--- src/rtl/control_hazard.sv ---
// Branch/stop hazard controller for a simple in-order fetch/decode pipeline.
// Moore FSM gates fetch, selects the branch target and squashes IR2; also counts branch-stall cycles.
module control_hazard #(
  parameter int unsigned BR_LAT = 2
) (
  input  logic       clock,
  input  logic       reset,
  input  logic [3:0] id_opcode,
  input  logic       id_valid,
  input  logic       ex_resolve,
  input  logic       ex_taken,
  output logic       en_fetch,
  output logic       branch,
  output logic       squash,
  output logic       halted,
  output logic [7:0] stall_cycles
);

  localparam logic [2:0] ST_START    = 3'd0;
  localparam logic [2:0] ST_RUN      = 3'd1;
  localparam logic [2:0] ST_BR_WAIT  = 3'd2;
  localparam logic [2:0] ST_REDIRECT = 3'd3;
  localparam logic [2:0] ST_HALT     = 3'd4;

  localparam logic [3:0] WAIT_INIT = 4'(BR_LAT - 1);

  logic [2:0] state, state_nxt;
  logic [3:0] wait_cnt, wait_cnt_nxt;
  logic       is_branch, is_stop;

  assign is_branch = id_valid && (id_opcode == 4'b0101 || id_opcode == 4'b1001 ||
                                  id_opcode == 4'b1101);
  assign is_stop   = id_valid && (id_opcode == 4'b0001);

  // NOTE: every signal written here gets a default first, so no path can infer a latch.
  always_comb begin
    state_nxt    = state;
    wait_cnt_nxt = wait_cnt;
    case (state)
      ST_START: state_nxt = ST_RUN;
      ST_RUN: begin
        if (is_branch) begin
          state_nxt    = ST_BR_WAIT;
          wait_cnt_nxt = WAIT_INIT;
        end else if (is_stop) begin
          state_nxt = ST_HALT;
        end
      end
      ST_BR_WAIT: begin
        // A resolve only counts once the minimum latency has elapsed.
        if (wait_cnt == 4'd0) begin
          if (ex_resolve) state_nxt = ex_taken ? ST_REDIRECT : ST_RUN;
        end else begin
          wait_cnt_nxt = wait_cnt - 4'd1;
        end
      end
      ST_REDIRECT: state_nxt = ST_RUN;
      ST_HALT:     state_nxt = ST_HALT;
      default:     state_nxt = ST_START;
    endcase
  end

  // NOTE: state registers use non-blocking assignments so all flops update together on the edge.
  always_ff @(posedge clock) begin
    if (reset) begin
      state        <= ST_START;
      wait_cnt     <= 4'd0;
      stall_cycles <= 8'd0;
    end else begin
      state    <= state_nxt;
      wait_cnt <= wait_cnt_nxt;
      if (state == ST_BR_WAIT && stall_cycles != 8'hFF)
        stall_cycles <= stall_cycles + 8'd1;
    end
  end

  // Outputs are a pure decode of the state register.
  always_comb begin
    en_fetch = 1'b0;
    branch   = 1'b0;
    squash   = 1'b0;
    halted   = 1'b0;
    case (state)
      ST_RUN:      en_fetch = 1'b1;
      ST_BR_WAIT:  squash   = 1'b1;
      ST_REDIRECT: begin
        en_fetch = 1'b1;
        branch   = 1'b1;
        squash   = 1'b1;
      end
      ST_HALT: begin
        squash = 1'b1;
        halted = 1'b1;
      end
      default: ;
    endcase
  end

endmodule

--- config.mk ---
export PLATFORM = sky130hd
export DESIGN_NAME = control_hazard
export DESIGN_NICKNAME = d
export VERILOG_FILES = /design/src/rtl/control_hazard.sv
export SDC_FILE = /design/constraint.sdc
export NUM_CORES = 1
export LEC_CHECK = 0
export BUFFER_PORTS_ARGS = -buffer_cell sky130_fd_sc_hd__buf_2
export CAP_MARGIN = 20
export CORE_MARGIN = 4
export CORE_UTILIZATION = 50
export CTS_CLUSTER_DIAMETER = 60
export CTS_CLUSTER_SIZE = 20
export DETAILED_ROUTE_END_ITERATION = 7
export PLACE_DENSITY = 0.8
export REMOVE_ABC_BUFFERS = 1
export SYNTH_ARGS = -nofsm -noshare
export SYNTH_HDL_FRONTEND = slang
export SYNTH_SLANG_ARGS = --single-unit
--- constraint.sdc ---
create_clock -name clock -period 3.1 [get_ports clock]
set_input_delay 0.465 -clock clock [delete_from_list [all_inputs] [get_ports clock]]
set_output_delay 0.465 -clock clock [all_outputs]
set_load 0.1 [all_outputs]
==> results_dict.tcl <==
set metrics [dict create \
    yosys_warnings 0 \
    outcome "finished, final reports clean" \
    grt_util_met3_pct 3.92 \
    use_met2_pct 25.6 \
    hold_slack_ns 0.522 \
    wl_per_cell_um 13.7 \
    clk_pin_slew_worst_paths_ns 0.09 \
    synthCells 97 \
    ys_ff_latch 15 \
    synth-async-reset-ratio_pct 0 \
    drtPass1Iterations 4 \
    hp-class "reg2reg" \
    swShare_pct 25.7 \
    nets 131 \
    dpl.cell_count 130 \
    layout_common_cells "20 x buf_2, 15 x dfxtp_1, 7 x a211oi_1" \
    cts_sinks 15 \
    die_h_um 49.6 \
    yosysUniqueCellTypes 38 \
    leakage_nw 0.425 \
    rsz0062_at_grt "false" \
    worst_setup_path_end_kind "output port" \
    grt_overflow 0 \
    post-cts-setup-buffers 0 \
    internal-power_uw 257 \
    syn_avg_cell_area_sq_um 8.90 \
    worstPathArrival_ns 1.61 \
    cts_buffers 3 \
    worst-setup-path-type "reg2out" \
    grt_antenna_before_repair 0 \
    n_fill_cell 143 \
    core_sq_um 1580 \
    grt_pass1_vias 694 \
    yosysSeqAreaShare_pct 34.8 \
    skew_ns 0.00241 \
    initial_core_util_pct 54.8 \
    synth_edf_count 0 \
    required_ns 2.63 \
    finalCritPeriodShare_pct 67.0 \
    ys.flop_type "dfxtp_1" \
    layout-drive-gt1-share_pct 25.4 \
    ant_nets 0 \
    clkLatencyLatePin_ns 0.28 \
    grt_max_degree 21 \
    ctsResizeCount 0 \
    dieArea_sq_um 2460 \
    grt_use_total_pct 16.2 \
    ir_drop_mv 0.243 \
    final_max_slew_viol_count 0 \
    seqPwrFrac_pct 57.1 \
    powerDensity_nw_per_um2 347 \
    min_path_cells 1 \
    drc 0 \
    ios 21 \
    reg2reg_depth 3 \
    critPathMaxFanout 8 \
    htreeDepth 1 \
    pwr-share-clk_pct 32.0 \
    antenna_cells 0 \
    final_common_cell "buf_2" \
    p_switching_uw 88.8 \
    timing.fmax_mhz 481 \
    clock-root-buffer "clkbuf_4" \
    startpoint_type "register" \
    instances_no_fill 134 \
    vias 795 \
    finalWirelength_um 1830 \
    syn_area_sq_um 863 \
    reg2reg_slack_ns 1.31 \
    cts_buffer_depth 2 \
    drt_iter0_drc 20 \
    combPwrFrac_pct 10.8 \
    cts_hold_buf 0 \
    dp_hpwl_um 1340 \
    setup_viol 0 \
    dieWidth_um 49.6 \
    hold_violations 0 \
    max_slew_margin_pct 49.6 \
    yosys.area.top_type_share_pct 34.8 \
    worstReg2RegStart "state[1]" \
    top_usage_layer "met2" \
    cts_tree "yes" \
    setup_ws_ns 1.02 \
    yosys-top-cells-area "dfxtp_1 35%, a211oi_1 6.1%, ha_1 4.3%" \
    place_worst_setup_slack_ns 1.31 \
    gp_congestion 0.742 \
    io_buffers 20 \
    worst_pin_slew_ns 0.755 \
    fin_crit_ns 2.08 \
    routed_via_density 5.93 \
    row_count 14 \
    crit_path_start "state[0]" \
    grtUsageMet1_pct 20.9 \
    postLayoutCoreUtil_pct 63.1 \
    max-cap-violations 0 \
    synthToLayoutAreaGrowth_pct 15.2 \
    hold_path_startpoint "wait_cnt[0]" \
    grt_pass1_wl_um 3150 \
    synth_top_cell_by_area "dfxtp_1" \
]
[Yosys cell counts (all sizes together) (2+ instances only)]
cell,count
ha,3
mux2,3
a21oi,4
nor2b,6
and3b,2
nand2b,2
and4,2
nand2,4
nor3,4
and3,3
dfxtp,15
or4,3
inv,5
buf,2
nor3b,2
a41oi,2
o21ai,3
o31a,2
nor2,6
a211oi,7
[metrics by stage]
stage	instance area (sq um)	total power [mW]	setup TNS, ns
6_report	995	0.345	0
5_1_grt	995	0.360	0
4_1_cts	995	0.348	0
3_3_place_gp	968	0.238	0
2_1_floorplan	848	0.226	-0.457
3_5_place_dp	968	0.239	0
[power groups by stage]
stage	Sequential (mW)	Combinational, mW	Clock, mW
floorplan	0.203	0.0238	0
global placement	0.202	0.0362	0
detailed placement	0.202	0.0374	0
CTS	0.197	0.0376	0.113
global route	0.198	0.0407	0.121
finish	0.197	0.0375	0.111
[layout make-up]
class	count	area [sq um]	share of cell area, %
multi-input combinational	74	529	53.2
inverter	5	18.8	1.89
sequential	15	300	30.2
clock buffer	4	26.3	2.64
tap	16	20.0	2.01
timing repair buffer	20	100	10.1
[worst max-delay path, cell delays in order, from the launching register on]
cell and delay [ns]:
dfxtp_1 0.45, nor2b_1 0.29, and2_2 0.18, buf_2 0.41
[registers in the layout, summed over array words and instances, names as in the netlist]
signal        count
state             3
wait_cnt          4
stall_cycles      8
[per-layer routing]
layer | routed length [um] | part of all wire, % | up-vias
met5 | 0 | 0 | -
li1 | - | - | 410
met4 | 14 | 0.77 | 0
met3 | 135 | 7.4 | 2
met1 | 898 | 49 | 358
met2 | 782 | 43 | 25
[worst paths after layout]
kind,end
worst min register to register,wait_cnt[0]
worst max-delay path,branch
worst max register to register,wait_cnt[3]
worst min-delay path,wait_cnt[0]
[kinds of logic after synthesis]
family	count (synthesis)	synth area share (%)
multiplexers	4	5.07
adder cells (fa/ha/maj)	3	4.35
flip-flops	15	34.8
AND/OR/NAND/NOR	45	33.6
AO/OA/AOI/OAI	22	18.3
buffers and inverters	8	3.91
Power figures use the tool's default switching activity.
